## src/rtl/image_mem_arbiter_pkg.sv

```systemverilog
// Shared types for the image memory arbiter: return-path tags, grant
// encoding and default address/data widths.
package img_mem_pkg;

  localparam int AW_DEF = 15;
  localparam int DW_DEF = 8;

  typedef enum logic [1:0] {
    TAG_NONE   = 2'd0,
    TAG_DISP   = 2'd1,
    TAG_AES_RD = 2'd2
  } tag_e;

  typedef enum logic [1:0] {
    GNT_NONE = 2'd0,
    GNT_DISP = 2'd1,
    GNT_AES  = 2'd2
  } gnt_e;

endpackage

```

## src/rtl/image_mem_arbiter_if.sv

```systemverilog
// Client and memory-side bus of the image memory arbiter. The slave
// modport is the arbiter's view; master is the clients/memory view.
interface image_mem_arbiter_if
  import img_mem_pkg::*;
#(
  parameter int AW = AW_DEF,
  parameter int DW = DW_DEF
);
  // display read client
  logic          disp_req;
  logic [AW-1:0] disp_addr;
  logic [DW-1:0] disp_rdata;
  logic          disp_rvalid;
  logic          disp_miss;
  // crypto client
  logic          aes_valid;
  logic          aes_ready;
  logic          aes_we;
  logic [AW:0]   aes_addr;
  logic [DW-1:0] aes_wdata;
  logic [DW-1:0] aes_rdata;
  logic          aes_rvalid;
  // block-RAM side
  logic          mem_en;
  logic          mem_we;
  logic [AW:0]   mem_addr;
  logic [DW-1:0] mem_din;
  logic [DW-1:0] mem_dout;

  modport slave (
    input  disp_req, disp_addr, aes_valid, aes_we, aes_addr, aes_wdata, mem_dout,
    output disp_rdata, disp_rvalid, disp_miss, aes_ready, aes_rdata, aes_rvalid,
           mem_en, mem_we, mem_addr, mem_din
  );

  modport master (
    output disp_req, disp_addr, aes_valid, aes_we, aes_addr, aes_wdata, mem_dout,
    input  disp_rdata, disp_rvalid, disp_miss, aes_ready, aes_rdata, aes_rvalid,
           mem_en, mem_we, mem_addr, mem_din
  );

endinterface

```

## src/rtl/image_mem_arbiter_bank_sel.sv

```systemverilog
// Displayed-bank select. A swap request is remembered until the next
// frame start so the visible bank never changes mid-frame.
module img_bank_sel
  import img_mem_pkg::*;
(
  input  logic i_clk,
  input  logic i_rst_n,
  input  logic i_frame_start,
  input  logic i_bank_swap,
  output logic o_disp_bank
);

  logic r_swap_pend;
  logic r_disp_bank;
  logic w_pend_eff;

  // A swap arriving together with frame_start counts as already pending.
  assign w_pend_eff  = r_swap_pend | i_bank_swap;
  assign o_disp_bank = r_disp_bank;

  // Toggle at frame start when a swap is pending; extra swaps are absorbed.
  always_ff @(posedge i_clk or negedge i_rst_n) begin
    if (!i_rst_n) begin
      r_swap_pend <= 1'b0;
      r_disp_bank <= 1'b0;
    end else if (i_frame_start && w_pend_eff) begin
      r_disp_bank <= ~r_disp_bank;
      r_swap_pend <= 1'b0;
    end else if (i_bank_swap) begin
      r_swap_pend <= 1'b1;
    end
  end

endmodule

```

## src/rtl/image_mem_arbiter.sv

```systemverilog
// Single-port image memory arbiter: fixed display priority with a
// starvation guard for the crypto engine, registered memory issue and a
// two-stage tag pipe that routes read data back to the right client.
module image_mem_arbiter
  import img_mem_pkg::*;
#(
  parameter int AW         = AW_DEF,
  parameter int DW         = DW_DEF,
  parameter int STARVE_MAX = 8
) (
  input  logic                ClkPort,
  input  logic                rst,
  input  logic                frame_start,
  input  logic                bank_swap,
  output logic                disp_bank,
  output logic [7:0]          miss_cnt,
  image_mem_arbiter_if.slave  bus
);

  localparam logic [7:0] STARVE_LIM = 8'(STARVE_MAX);

  function automatic logic [7:0] sat_inc(input logic [7:0] v, input logic [7:0] lim);
    return (v >= lim) ? lim : v + 8'd1;
  endfunction

  gnt_e          w_gnt;
  logic          w_disp_miss;
  logic          w_bank;
  logic [7:0]    r_starve;
  logic [7:0]    r_miss_cnt;
  logic          r_mem_en;
  logic          r_mem_we;
  logic [AW:0]   r_mem_addr;
  logic [DW-1:0] r_mem_din;
  tag_e          r_tag_p1;
  tag_e          r_tag_p2;
  logic [DW-1:0] r_disp_rdata;
  logic          r_disp_rvalid;
  logic [DW-1:0] r_aes_rdata;
  logic          r_aes_rvalid;

  img_bank_sel u_bank_sel (
    .i_clk         (ClkPort),
    .i_rst_n       (rst),
    .i_frame_start (frame_start),
    .i_bank_swap   (bank_swap),
    .o_disp_bank   (w_bank)
  );

  // Grant selection: display first unless crypto has waited too long.
  always_comb begin
    w_gnt       = GNT_NONE;
    w_disp_miss = bus.disp_req && (r_starve == STARVE_LIM);
    if (bus.disp_req && (r_starve < STARVE_LIM)) w_gnt = GNT_DISP;
    else if (bus.aes_valid)                       w_gnt = GNT_AES;
  end

  assign bus.aes_ready   = bus.aes_valid && (w_gnt == GNT_AES);
  assign bus.disp_miss   = w_disp_miss;
  assign bus.mem_en      = r_mem_en;
  assign bus.mem_we      = r_mem_we;
  assign bus.mem_addr    = r_mem_addr;
  assign bus.mem_din     = r_mem_din;
  assign bus.disp_rdata  = r_disp_rdata;
  assign bus.disp_rvalid = r_disp_rvalid;
  assign bus.aes_rdata   = r_aes_rdata;
  assign bus.aes_rvalid  = r_aes_rvalid;
  assign disp_bank       = w_bank;
  assign miss_cnt        = r_miss_cnt;

  // Starvation counter and dropped-display counter.
  always_ff @(posedge ClkPort or negedge rst) begin
    if (!rst) begin
      r_starve   <= 8'd0;
      r_miss_cnt <= 8'd0;
    end else begin
      if (w_gnt == GNT_AES || !bus.aes_valid) r_starve <= 8'd0;
      else                                    r_starve <= sat_inc(r_starve, STARVE_LIM);
      if (w_disp_miss) r_miss_cnt <= sat_inc(r_miss_cnt, 8'hFF);
    end
  end

  // Stage p1: register the granted request onto the memory port and tag it.
  always_ff @(posedge ClkPort or negedge rst) begin
    if (!rst) begin
      r_mem_en   <= 1'b0;
      r_mem_we   <= 1'b0;
      r_mem_addr <= '0;
      r_mem_din  <= '0;
      r_tag_p1   <= TAG_NONE;
    end else begin
      r_mem_en <= 1'b0;
      r_mem_we <= 1'b0;
      r_tag_p1 <= TAG_NONE;
      case (w_gnt)
        GNT_DISP: begin
          r_mem_en   <= 1'b1;
          r_mem_addr <= {w_bank, bus.disp_addr};
          r_tag_p1   <= TAG_DISP;
        end
        GNT_AES: begin
          r_mem_en   <= 1'b1;
          r_mem_we   <= bus.aes_we;
          r_mem_addr <= bus.aes_addr;
          r_mem_din  <= bus.aes_wdata;
          r_tag_p1   <= bus.aes_we ? TAG_NONE : TAG_AES_RD;
        end
        default: ;
      endcase
    end
  end

  // Stage p2: memory data valid; route it to the owning client on the next edge.
  always_ff @(posedge ClkPort or negedge rst) begin
    if (!rst) begin
      r_tag_p2      <= TAG_NONE;
      r_disp_rdata  <= '0;
      r_disp_rvalid <= 1'b0;
      r_aes_rdata   <= '0;
      r_aes_rvalid  <= 1'b0;
    end else begin
      r_tag_p2      <= r_tag_p1;
      r_disp_rvalid <= (r_tag_p2 == TAG_DISP);
      r_aes_rvalid  <= (r_tag_p2 == TAG_AES_RD);
      if (r_tag_p2 == TAG_DISP)   r_disp_rdata <= bus.mem_dout;
      if (r_tag_p2 == TAG_AES_RD) r_aes_rdata  <= bus.mem_dout;
    end
  end

endmodule

```

## src/flat_wrapper.sv

```systemverilog
// flat-port wrapper written by rule: the top's interface ports become plain ports
module image_mem_arbiter_flat import img_mem_pkg::*;
#(
  parameter int AW         = AW_DEF,
  parameter int DW         = DW_DEF,
  parameter int STARVE_MAX = 8
)
  (ClkPort, rst, frame_start, bank_swap, disp_bank, miss_cnt, bus_disp_req, bus_disp_addr, bus_aes_valid, bus_aes_we, bus_aes_addr, bus_aes_wdata, bus_mem_dout, bus_disp_rdata, bus_disp_rvalid, bus_disp_miss, bus_aes_ready, bus_aes_rdata, bus_aes_rvalid, bus_mem_en, bus_mem_we, bus_mem_addr, bus_mem_din);
  image_mem_arbiter_if #(.AW(AW), .DW(DW)) bus_i ();
  input  logic ClkPort;
  input  logic rst;
  input  logic frame_start;
  input  logic bank_swap;
  output logic disp_bank;
  output logic [7:0] miss_cnt;
  input wire logic [$bits(bus_i.disp_req)-1:0] bus_disp_req;
  input wire logic [$bits(bus_i.disp_addr)-1:0] bus_disp_addr;
  input wire logic [$bits(bus_i.aes_valid)-1:0] bus_aes_valid;
  input wire logic [$bits(bus_i.aes_we)-1:0] bus_aes_we;
  input wire logic [$bits(bus_i.aes_addr)-1:0] bus_aes_addr;
  input wire logic [$bits(bus_i.aes_wdata)-1:0] bus_aes_wdata;
  input wire logic [$bits(bus_i.mem_dout)-1:0] bus_mem_dout;
  output wire logic [$bits(bus_i.disp_rdata)-1:0] bus_disp_rdata;
  output wire logic [$bits(bus_i.disp_rvalid)-1:0] bus_disp_rvalid;
  output wire logic [$bits(bus_i.disp_miss)-1:0] bus_disp_miss;
  output wire logic [$bits(bus_i.aes_ready)-1:0] bus_aes_ready;
  output wire logic [$bits(bus_i.aes_rdata)-1:0] bus_aes_rdata;
  output wire logic [$bits(bus_i.aes_rvalid)-1:0] bus_aes_rvalid;
  output wire logic [$bits(bus_i.mem_en)-1:0] bus_mem_en;
  output wire logic [$bits(bus_i.mem_we)-1:0] bus_mem_we;
  output wire logic [$bits(bus_i.mem_addr)-1:0] bus_mem_addr;
  output wire logic [$bits(bus_i.mem_din)-1:0] bus_mem_din;
  assign bus_i.disp_req = bus_disp_req;
  assign bus_i.disp_addr = bus_disp_addr;
  assign bus_i.aes_valid = bus_aes_valid;
  assign bus_i.aes_we = bus_aes_we;
  assign bus_i.aes_addr = bus_aes_addr;
  assign bus_i.aes_wdata = bus_aes_wdata;
  assign bus_i.mem_dout = bus_mem_dout;
  assign bus_disp_rdata = bus_i.disp_rdata;
  assign bus_disp_rvalid = bus_i.disp_rvalid;
  assign bus_disp_miss = bus_i.disp_miss;
  assign bus_aes_ready = bus_i.aes_ready;
  assign bus_aes_rdata = bus_i.aes_rdata;
  assign bus_aes_rvalid = bus_i.aes_rvalid;
  assign bus_mem_en = bus_i.mem_en;
  assign bus_mem_we = bus_i.mem_we;
  assign bus_mem_addr = bus_i.mem_addr;
  assign bus_mem_din = bus_i.mem_din;
  image_mem_arbiter #(.AW(AW), .DW(DW), .STARVE_MAX(STARVE_MAX)) u_core (.ClkPort(ClkPort), .rst(rst), .frame_start(frame_start), .bank_swap(bank_swap), .disp_bank(disp_bank), .miss_cnt(miss_cnt), .bus(bus_i));
endmodule
```

## config.mk

```make
export PLATFORM = sky130hd
export DESIGN_NAME = image_mem_arbiter_flat
export DESIGN_NICKNAME = d
export VERILOG_FILES = /design/src/rtl/image_mem_arbiter_pkg.sv /design/src/rtl/image_mem_arbiter_if.sv /design/src/rtl/image_mem_arbiter_bank_sel.sv /design/src/rtl/image_mem_arbiter.sv /design/src/flat_wrapper.sv
export SDC_FILE = /design/constraint.sdc
export NUM_CORES = 1
export LEC_CHECK = 0
export BUFFER_PORTS_ARGS = -buffer_cell sky130_fd_sc_hd__buf_2
export CELL_PAD_IN_SITES_DETAIL_PLACEMENT = 1
export CELL_PAD_IN_SITES_GLOBAL_PLACEMENT = 1
export CORE_MARGIN = 5
export CORE_UTILIZATION = 37
export DETAILED_ROUTE_END_ITERATION = 7
export GPL_TIMING_DRIVEN = 0
export PLACE_DENSITY_LB_ADDON = 0.1
export SYNTH_ARGS = -nofsm -noshare
export SYNTH_HDL_FRONTEND = slang
export SYNTH_SLANG_ARGS = --single-unit
```

## constraint.sdc

```tcl
create_clock -name ClkPort -period 2.2 [get_ports ClkPort]
set_input_delay 0.11 -clock ClkPort [delete_from_list [all_inputs] [get_ports ClkPort]]
set_output_delay 0.11 -clock ClkPort [all_outputs]
set_load 0.005 [all_outputs]
```

Word level (Yosys, flattened, before mapping)
Index checks and enable logic that the tools add are counted.
{"block": "classes", "addsub": 2, "magnitude_cmp": 3, "n_eq_ne": 5, "muxes": 12, "bitwise": 2, "reduce_logical": 9}
{"op": "$pmux W16 S2", "count": 1}
{"op": "$mux W8", "count": 3}
{"op": "$add A8 B1 Y8 const B", "count": 2}
{"op": "$eq A8 B4 Y1 const B", "count": 1}
{"op": "$ge A8 B4 Y1 const B", "count": 1}
{"op": "$ge A8 B8 Y1 const B", "count": 1}
{"op": "$lt A8 B4 Y1 const B", "count": 1}
{"op": "$mux W2", "count": 3}
{"op": "$eq A2 B1 Y1 const B", "count": 2}
{"op": "$eq A2 B2 Y1 const B", "count": 2}
{"op": "$logic_and A1 B1 Y1", "count": 4}
{"op": "$mux W1", "count": 4}
{"op": "$pmux W2 S2", "count": 1}
{"op": "$reduce_bool A2 Y1", "count": 2}
{"op": "$reduce_or A2 Y1", "count": 1}
{"op": "$logic_not A1 Y1", "count": 1}
{"op": "$logic_or A1 B1 Y1", "count": 1}
{"op": "$not A1 Y1", "count": 1}
{"op": "$or A1 B1 Y1", "count": 1}
{"block": "word_totals", "register_bits": 66, "in_bits": 54}

Logic depth before layout (Yosys ltp)
Gate-level depths: netlist of the first run.
{"block": "depth", "word_depth": 6, "depth_mapped": 6, "ltp_nobuf": 5}

Modules after synthesis
A second synthesis of the first run with hierarchy kept.
{"block": "hier_totals", "hier_cells": 205, "hier_area_um2": 2641.3}
{"module": "image_mem_arbiter", "instances": 1, "cells_each": 199, "area_per_inst_um2": 2566.2, "seq_area_each_um2": 1601.5}
{"module": "img_bank_sel", "instances": 1, "cells_each": 6, "area_per_inst_um2": 75.1, "seq_area_each_um2": 50.0}

Worst setup path after synthesis of the first run
Ideal clock, no wire load.
{"block": "synth_timing", "kind": "register to register", "startpoint": "register u_core.r_starve[4]", "endpoint": "register u_core.r_miss_cnt[6], in the netlist u_core.miss_cnt[6]", "t_arrival_ns": 1.632, "setup_slack_ns": 0.443, "path_stages_with_launch": 5, "path_buffers": 1, "cell_sequence": "dfrtp_1 -> or4b_4 -> buf_6 -> nor4_2 -> mux2_2"}
{"block": "synth_between", "elab_chain_len": 2}
{"element": "start, declared", "line": "image_mem_arbiter.sv:29", "text": "logic [7:0] r_starve;"}
{"element": "start signal, assigned", "line": "image_mem_arbiter.sv:78", "text": "else r_starve <= sat_inc(r_starve, STARVE_LIM);"}
{"element": "$eq A8 B4 Y1", "line": "image_mem_arbiter.sv:53", "text": "w_disp_miss = bus.disp_req && (r_starve == STARVE_LIM);"}
{"element": "$logic_and A1 B1 Y1", "line": "image_mem_arbiter.sv:53"}
{"element": "end signal, assigned", "line": "image_mem_arbiter.sv:79", "text": "if (w_disp_miss) r_miss_cnt <= sat_inc(r_miss_cnt, 8'hFF);"}
{"element": "end, declared", "line": "image_mem_arbiter.sv:30", "text": "logic [7:0] r_miss_cnt;"}
No other way between the ends.
A chain may end at the register's enable or synchronous reset.

Worst setup path in the final report of the first run
{"block": "layout_timing", "startpoint": "register u_core.r_starve[0]", "endpoint": "output bus_disp_miss"}
{"block": "layout_between", "elab_chain_len": 2}
{"element": "$eq A8 B4 Y1", "line": "image_mem_arbiter.sv:53"}
{"element": "$logic_and A1 B1 Y1", "line": "image_mem_arbiter.sv:53"}
{"element": "end, declared", "line": "flat_wrapper.sv:25", "text": "output wire logic [$bits(bus_i.disp_miss)-1:0] bus_disp_miss;"}
No other way between the ends.

==> results of run 1 <==
## worst paths after layout
kind                                            end  slack (ns)
setup / recovery                      bus_disp_miss        0.12
hold / removal               u_core.bus.mem_addr[6]        0.03
setup reg to reg                 u_core.miss_cnt[4]        0.27
hold reg to reg                  u_core.r_tag_p2[1]        0.35
max in group asynchronous  u_core.bus.disp_rdata[2]        1.21
min in group asynchronous        u_core.miss_cnt[4]        0.42
## state kept, by name (all words and copies together), names as in the netlist, 2 cells and up
name and cells:
u_core.r_tag_p1 2, u_core.bus.disp_rdata 8, u_core.r_starve 8, u_core.bus.mem_addr 16, u_core.miss_cnt 8, u_core.r_tag_p2 2
u_core.bus.aes_rdata 8, u_core.bus.mem_din 8
## kinds of logic (layout without fill, tap and decap cells)
kind of cell,count (synthesis),after routing
AO/OA/AOI/OAI,24,24
flip-flops,66,66
other,1,4
buffers and inverters,20,158
AND/OR/NAND/NOR,61,61
multiplexers,43,43
adder cells (fa/ha/maj),3,3
XOR/XNOR,2,2
## worst max-delay path: stages (launching register included)
cell	delay [ns]
dfrtp_1	0.42
inv_1	0.07
ha_1	0.17
or4b_2	0.58
nor4_1	0.24
buf_2	0.17
## stage by stage
step / cell area [µm²] / setup slack [ns] / power [mW] / hold WS [ns]
3_5_place_dp: 3460 / 0.265 / 1.85 / 0.272
6_report: 3800 / 0.117 / 2.82 / 0.0279
4_1_cts: 3770 / 0.0650 / 2.87 / 0.00321
2_1_floorplan: 2790 / 0.443 / 1.60 / -0.186
5_1_grt: 3800 / 0.0155 / 2.98 / 0.00568
3_3_place_gp: 3460 / 0.299 / 1.83 / 0.277
## report_power, final
part,switching (mW),leakage [nW],total (mW),internal [mW]
combinational,0.187,0.955,0.426,0.239
clock,0.433,0.0962,0.979,0.546
sequential,0.0674,0.804,1.41,1.34
total,0.688,1.86,2.82,2.13
## layout make-up
cell class                 count  area [µm²]  area share
clock buffer                  12         145      0.0382
timing repair buffer         123         693       0.183
tap                           99         124      0.0326
sequential                    66        1650       0.435
clock inverter                 3        40.0      0.0105
multi-input combinational    137        1040       0.275
buffer                        12        70.1      0.0185
inverter                       8        30.0     0.00791
## metal layers
layer	GRT usage	vias to the layer above
met4	0.0443	0
li1	-	1056
met1	0.175	1119
met5	0	-
met3	0.0734	6
met2	0.280	68
## synth_stat cells
library cell / instances / area (µm²)
a211o_1: 1 / 8.76
inv_1: 8 / 30.0
o211ai_1: 1 / 7.51
mux2i_1: 16 / 160
and3_1: 2 / 12.5
or4_4: 2 / 22.5
buf_6: 3 / 33.8
o21a_1: 1 / 7.51
nor2_1: 4 / 15.0
nor4_2: 1 / 12.5
nand3_1: 7 / 35.0
nand3b_1: 1 / 7.51
mux2_2: 27 / 304
dfrtp_1: 66 / 1650
ha_1: 3 / 37.5
xnor2_1: 2 / 17.5
o21ai_4: 1 / 16.3
or4_1: 3 / 22.5
nor2b_1: 1 / 6.26
buf_1: 2 / 7.51
conb_1: 1 / 3.75
buf_2: 2 / 10.0
o31ai_1: 2 / 15.0
nor4_1: 4 / 25.0
a21oi_1: 16 / 80.1
or4b_4: 1 / 13.8
nor3_1: 20 / 100
or4b_2: 1 / 10.0
clkbuf_1: 5 / 18.8
or2_4: 1 / 8.76
or3_1: 1 / 6.26
nand2b_1: 3 / 18.8
o21ai_0: 2 / 10.0
nand4bb_1: 1 / 11.3
nand4_1: 2 / 12.5
nand2_1: 6 / 22.5
==> metrics.txt, run 1 <==
syn avg cell area 12.6 µm²; Layout Nets 414; first-pass GRT wire length 12100 µm; hold_sp bus_disp_addr[6]; clk_skew 0.0106 ns; Clock Path Buffers 2; outcome complete, no violations; vias in the first global route 2447; Starting Density 0.382; Distinct cells, synth 36; Final Cycle Share 0.947; Max-Cap Viols 0; Core Util, Final 0.521; Die Area 9350 µm²; Rows 31; Synth Area in XOR/XNOR 0.00629; max_slew headroom 0.436; htree depth 3; Setup crit start u_core.r_starve[0]; Lkg Pwr 1.86 nW; metal3 WL 564 µm; RSZ-0062 raised after global routing false; Vias 2249; DRT iter0 DRCs 53; CTS sink cnt 66; crit end category output pin; kind of critical path flip-flop to output pin; endpoints failing setup 0; Pwr per Cell Area 742 nW/µm²; Cells after DPL 430; worst-margin pin slew 0.846 ns; GR Util All Layers 0.160; r2r worst-path depth 6; mux cell area share after synthesis 0.167; Placer Congestion 0.778; Root Buffer clkbuf_8; synth warn 0; Routed Antenna Nets 0; adder-cell share of the synthesized area 0.0135; Non-Filler Instances 460; Area Growth Syn to Fin 36.4%; main combinational cell family by area after synthesis multiplexers; Ports 109; Peak Freq 0.480 GHz; largest net degree at the start of global routing 67; WL final 7210 µm; most common cell after layout, fill and taps aside buf_2; peak supply drop 0.422 mV; WL met1 2750 µm; fillers 833; CP required 2.09 ns; initial antenna violation count 0; vias per cell 4.89; post-synthesis simple-gate area fraction 0.130; arrival time worst endpoint 1.97 ns; CP Launch Type flip-flop; Hold-fix buffers, CTS 12; post-CTS sizing 0; grt ovf 0; CTS Buf Count 9; CP Max Fanout 4; Met2 Wirelength 3830 µm; die width 96.7 µm; Min-Delay Path Class input pin to flip-flop; Slew Viols, Final 0; CTS tree done; setup_tns 0 ns; Top Layer Used met4; crit path time final 2.08 ns; DRT Pass-1 Iters 4; share of cells above drive strength 1 0.443; cell count after synthesis 220; WL/cell 15.7 µm; synthesized area 2780 µm²; Seq cells post-synth 66; commonest cells after routing, fill and taps aside buf_2 (109), dfrtp_1 (66), mux2_2 (27); Worst-Skew Late Latency 0.33 ns; placed wire-length estimate 5220 µm; Core Area 7290 µm²; Hold Violations, Final 0; WHS Path Cells 3; launching point of the worst reg2reg path u_core.r_starve[0]; part of the Yosys area used for sequential elements 0.594; IO buf count 108; Ant. Diodes 0; drt drc 0; clock slew at reported path FFs 0.07 ns; Setup Fix Bufs, Post-CTS 0; Synth Area in Compound Gates 0.0522; die height 96.7 µm
(Power assumes the default switching activity.)
==> run 2, diff against run 1 <==
Settings changed: CORE_UTILIZATION 37 to 39, CTS_BUF_LIST set to sky130_fd_sc_hd__clkbuf_2.
==> metrics.txt, run 2 (synthesized netlist as in run 1, its figures left out) <==
outcome complete, no violations; CP required 2.09 ns; Placer Congestion 0.750; Rows 30; Worst R2R Setup Slack 0.25 ns; Root Buffer clkbuf_2; fillers 758; setup_tns 0 ns; Setup crit start u_core.r_starve[4]; WL final 8500 µm; combinational power share 0.198; Ports 109; max reg flops 16; endpoints failing setup 0; DRT Pass-1 Iters 4; worst-margin pin slew 0.828 ns; Slew Viols, Final 0; register area 1650 µm²; first-pass GRT wire length 13800 µm; Peak Freq 0.484 GHz; crit end category output pin; GR Util All Layers 0.198; Non-Filler Instances 499; Cells after DPL 427; initial antenna violation count 0; arrival time worst endpoint 1.96 ns; Core Util, Final 0.600; Layout Nets 455; DP Area 3460 µm²; placed wire-length estimate 4980 µm; Starting Density 0.405; die width 94.5 µm; share of cells above drive strength 1 0.414; CTS sink cnt 66; Area Growth Syn to Fin 48.1%; vias in the first global route 2725; Sw Ratio 0.300; WL/cell 17.0 µm; commonest cells after routing, fill and taps aside buf_2 (109), dfrtp_1 (66), dlygate4sd3_1 (53); Min-Delay Path Class input pin to flip-flop; Setup crit end bus_aes_ready; CTS Buf Count 9; IO buf count 108; vias per cell 4.84; internal power 1.77 mW; Die Area 8920 µm²; reg-to-reg endpoint u_core.bus.mem_din[1]; CP Launch Type flip-flop; clk_skew 0.0315 ns; crit path time final 2.07 ns; launching point of the worst reg2reg path u_core.r_starve[4]; RSZ-0062 raised after global routing false; CTS tree done; Ant. Diodes 0; largest net degree at the start of global routing 67; Pwr per Cell Area 614 nW/µm²; Routed Antenna Nets 0; NetSw 0.759 mW; grt ovf 0; DRT iter0 DRCs 57; drt drc 0; max_slew headroom 0.448; Clock Path Buffers 2; Lkg Pwr 1.99 nW; peak supply drop 0.298 mV; CP Max Fanout 9; Max-Cap Viols 0; Vias 2416; area of the multi-input gates 1060 µm²; clock slew at reported path FFs 0.21 ns; htree depth 3; Hold Violations, Final 0; Finished Cell Area 4120 µm²; Core Area 6870 µm²; die height 94.5 µm; Worst-Skew Late Latency 0.47 ns; r2r worst-path depth 5; Final Cycle Share 0.940; kind of critical path flip-flop to output pin; Flop pwr share 0.560; most common cell after layout, fill and taps aside buf_2; clock power share 0.242
run 2: cell count changes in the layout (fill, tap and decap cells not counted), sizes merged:
| cell | before | now |
|---|---|---|
| buf | 115 | 118 |
| inv | 8 | 9 |
| clkinv | 2 | 3 |
| bufinv | 1 | 0 |
| dlygate4sd3 | 15 | 53 |
| clkbuf | 17 | 14 |
| clkinvlp | 0 | 3 |
run 2: power groups by stage:
stage | Sequential, mW | Combinational, mW | Clock (mW)
floorplan | 1.44 | 0.161 | 0
global placement | 1.43 | 0.401 | 0
detailed placement | 1.43 | 0.415 | 0
CTS | 1.41 | 0.489 | 0.627
global route | 1.43 | 0.546 | 0.697
finish | 1.42 | 0.500 | 0.612
run 2: worst max-delay path, stage by stage (launching register included):
cell and delay (ns):
dfrtp_1 0.47, or4_4 0.53, buf_6 0.16, o21ai_4 0.15
inv_1 0.05, buf_2 0.12
run 2: cell type report:
| cell class | instances | share of cell area |
|---|---|---|
| plain buffers | 12 | 0.0170 |
| well taps | 96 | 0.0291 |
| repair buffers | 164 | 0.266 |
| inverters | 8 | 0.00729 |
| clock buffers | 9 | 0.0109 |
| clock inverters | 7 | 0.0109 |
| flip-flops and latches | 66 | 0.401 |
| multi-input cells | 137 | 0.258 |
run 2: repair_timing:
item,4_1_cts,5_1_grt
hold endpoints to repair,110,1
pin swaps,2,1
buffers inserted,3,0
endpoints found under the setup margin,2,1
resized for setup,1,3
hold buffers,52,1
cloned,0,0
run 2: stage by stage:
| stage | power [mW] | worst slack (ns) | hold slack (ns) |
|---|---|---|---|
| floorplan | 1.60 | 0.443 | -0.186 |
| global placement | 1.83 | 0.316 | 0.275 |
| detailed placement | 1.85 | 0.310 | 0.276 |
| CTS | 2.53 | 0.000469 | 0.00849 |
| global route | 2.68 | 0.00439 | 0.195 |
| finish | 2.53 | 0.133 | 0.205 |
run 2: per-layer routing:
metal / wire, µm / vias to the layer above / track usage
li1: - / 1147 / -
met1: 3510 / 1182 / 0.238
met2: 4440 / 76 / 0.352
met3: 430 / 11 / 0.0462
met4: 115 / 0 / 0.0589
met5: 0 / - / 0
run 2: how the worst min path moves through the flow:
stage,from,end,depth (start not counted)
2_1_floorplan,rst,u_core.bus.aes_rdata[0],0
3_3_place_gp,bus_aes_we,u_core.r_tag_p1[1],2
3_5_place_dp,rst,u_core.miss_cnt[4],1
4_1_cts,bus_aes_valid,u_core.r_tag_p1[1],4
5_1_grt,bus_disp_req,u_core.miss_cnt[2],4
6_report,bus_disp_req,u_core.miss_cnt[3],4
==> run 3, diff against run 2 <==
Settings changed: CELL_PAD_IN_SITES_GLOBAL_PLACEMENT 1 to 2, CORE_UTILIZATION 39 to 31, TNS_END_PERCENT set to 100.
==> metrics.txt, run 3 (synthesized netlist as in run 1, its figures left out) <==
commonest cells after routing, fill and taps aside buf_2 (109), dfrtp_1 (66), dlygate4sd3_1 (52); CP max stage delay 0.62 ns; Crit-path slowest cell or4_4; Slew Viols, Final 0; GR Util All Layers 0.149; largest net degree at the start of global routing 67; vias per cell 4.68; Pwr per Cell Area 607 nW/µm²; CP cell instances or4_4, o21ai_4, inv_1, buf_2; Routed Antenna Nets 0; crit path time final 2.00 ns; arrival time worst endpoint 1.89 ns; die width 105 µm; Starting Density 0.319; first-pass GRT wire length 13400 µm; WL final 7800 µm; share of cells above drive strength 1 0.410; CTS Buf Count 9; htree depth 3; outcome complete, no violations; drt drc 0; CP Max Fanout 9; Lkg Pwr 1.97 nW; Ant. Diodes 0; Rows 34; max reg flops 16; initial antenna violation count 0; crit end category output pin; Area Growth Syn to Fin 47.2%; Ports 109; Hold Violations, Final 0; DRT Pass-1 Iters 4; Place WS 0.252 ns; Max-Cap Viols 0; Placer Congestion 0.718; CTS sink cnt 66; Layout Nets 452; Min-Delay Path Class input pin to flip-flop; RSZ-0062 raised after global routing false; placed wire-length estimate 5150 µm; clock slew at reported path FFs 0.18 ns; Die Area 11000 µm²; Core Area 8720 µm²; setup_tns 0 ns; Final Cycle Share 0.909; Final WS setup 0.201 ns; endpoints failing setup 0; CP required 2.09 ns; grt ovf 0; CP Launch Type flip-flop; DRT iter0 DRCs 24; IO buf count 108; Root Buffer clkbuf_2; max_slew headroom 0.433; CTS tree done; Vias 2377; WL/cell 15.4 µm; peak supply drop 0.327 mV; most common cell after layout, fill and taps aside buf_2; clk_skew 0.0249 ns; Worst-Skew Late Latency 0.47 ns; worst-margin pin slew 0.850 ns; worst hold slack 0.0967 ns; vias in the first global route 2661; Peak Freq 0.500 GHz; kind of critical path flip-flop to output pin; Clock Path Buffers 2; die height 105 µm
run 3: cell count changes in the layout (fill, tap and decap cells not counted), sizes merged:
cell	change
buf	-2
dlygate4sd3	-1
run 3: worst max-delay path, delay by kind of cell (launching register included):
family / cells / cell delay, ns
buffers and inverters: 2 / 0.17
and+or+nand+nor: 1 / 0.62
AOI/OAI and AO/OA: 1 / 0.20
DFF: 1 / 0.45
run 3: per-layer routing:
layer,wire length (µm),global-route usage,up-vias
li1,-,-,1135
met1,3270,0.188,1146
met2,3830,0.240,79
met3,486,0.0376,17
met4,217,0.0676,0
met5,0,0,-
run 3: per-stage QoR:
stage	util	cell area, µm²	std cells	power (mW)
after global routing	0.470	4100	508	2.66
after detailed placement	0.398	3470	439	1.85
after global placement	0.398	3470	439	1.83
after floorplan	-	2790	223	1.60
after CTS	0.471	4110	509	2.54
final	0.470	4100	508	2.49
run 3: final cells by class:
| cell class | instances | area (µm²) |
|---|---|---|
| Inverter | 8 | 30.0 |
| Clock buffer | 9 | 45.0 |
| Clock inverter | 7 | 45.0 |
| Tap cell | 108 | 135 |
| Timing Repair Buffer | 162 | 1080 |
| Buffer | 11 | 58.8 |
| Multi-Input combinational cell | 137 | 1050 |
| Sequential cell | 66 | 1650 |
| Fill cell | 993 | 4620 |
run 3: power breakdown:
part	leakage [nW]	switching [mW]	internal (mW)	total, mW
Clock	0.0517	0.452	0.144	0.596
Sequential	0.804	0.0657	1.34	1.41
Combinational	1.12	0.200	0.282	0.482
Total	1.97	0.718	1.77	2.49
run 3: path summary, 6_finish.rpt:
check                      slack (ns)                from               endpoint  depth (start not counted)
max                              0.20  u_core.r_starve[4]          bus_aes_ready                          4
min                               0.1       bus_aes_valid     u_core.r_tag_p1[1]                          4
max reg2reg                      0.28  u_core.r_starve[4]  u_core.bus.mem_din[3]                          4
min reg2reg                      0.37  u_core.r_tag_p1[1]     u_core.r_tag_p2[1]                          0
max in group asynchronous        1.38                 rst     u_core.r_tag_p2[1]                          2
min in group asynchronous        0.26                 rst     u_core.miss_cnt[0]                          2
run 3: what timing repair did:
item | CTS | global route
endpoints found under the setup margin | 2 | 1
buffers inserted | 2 | 0
hold endpoints to repair | 110 | 0
hold buffers | 52 | 0
gates resized for setup | 2 | 0
pin swaps | 2 | 0
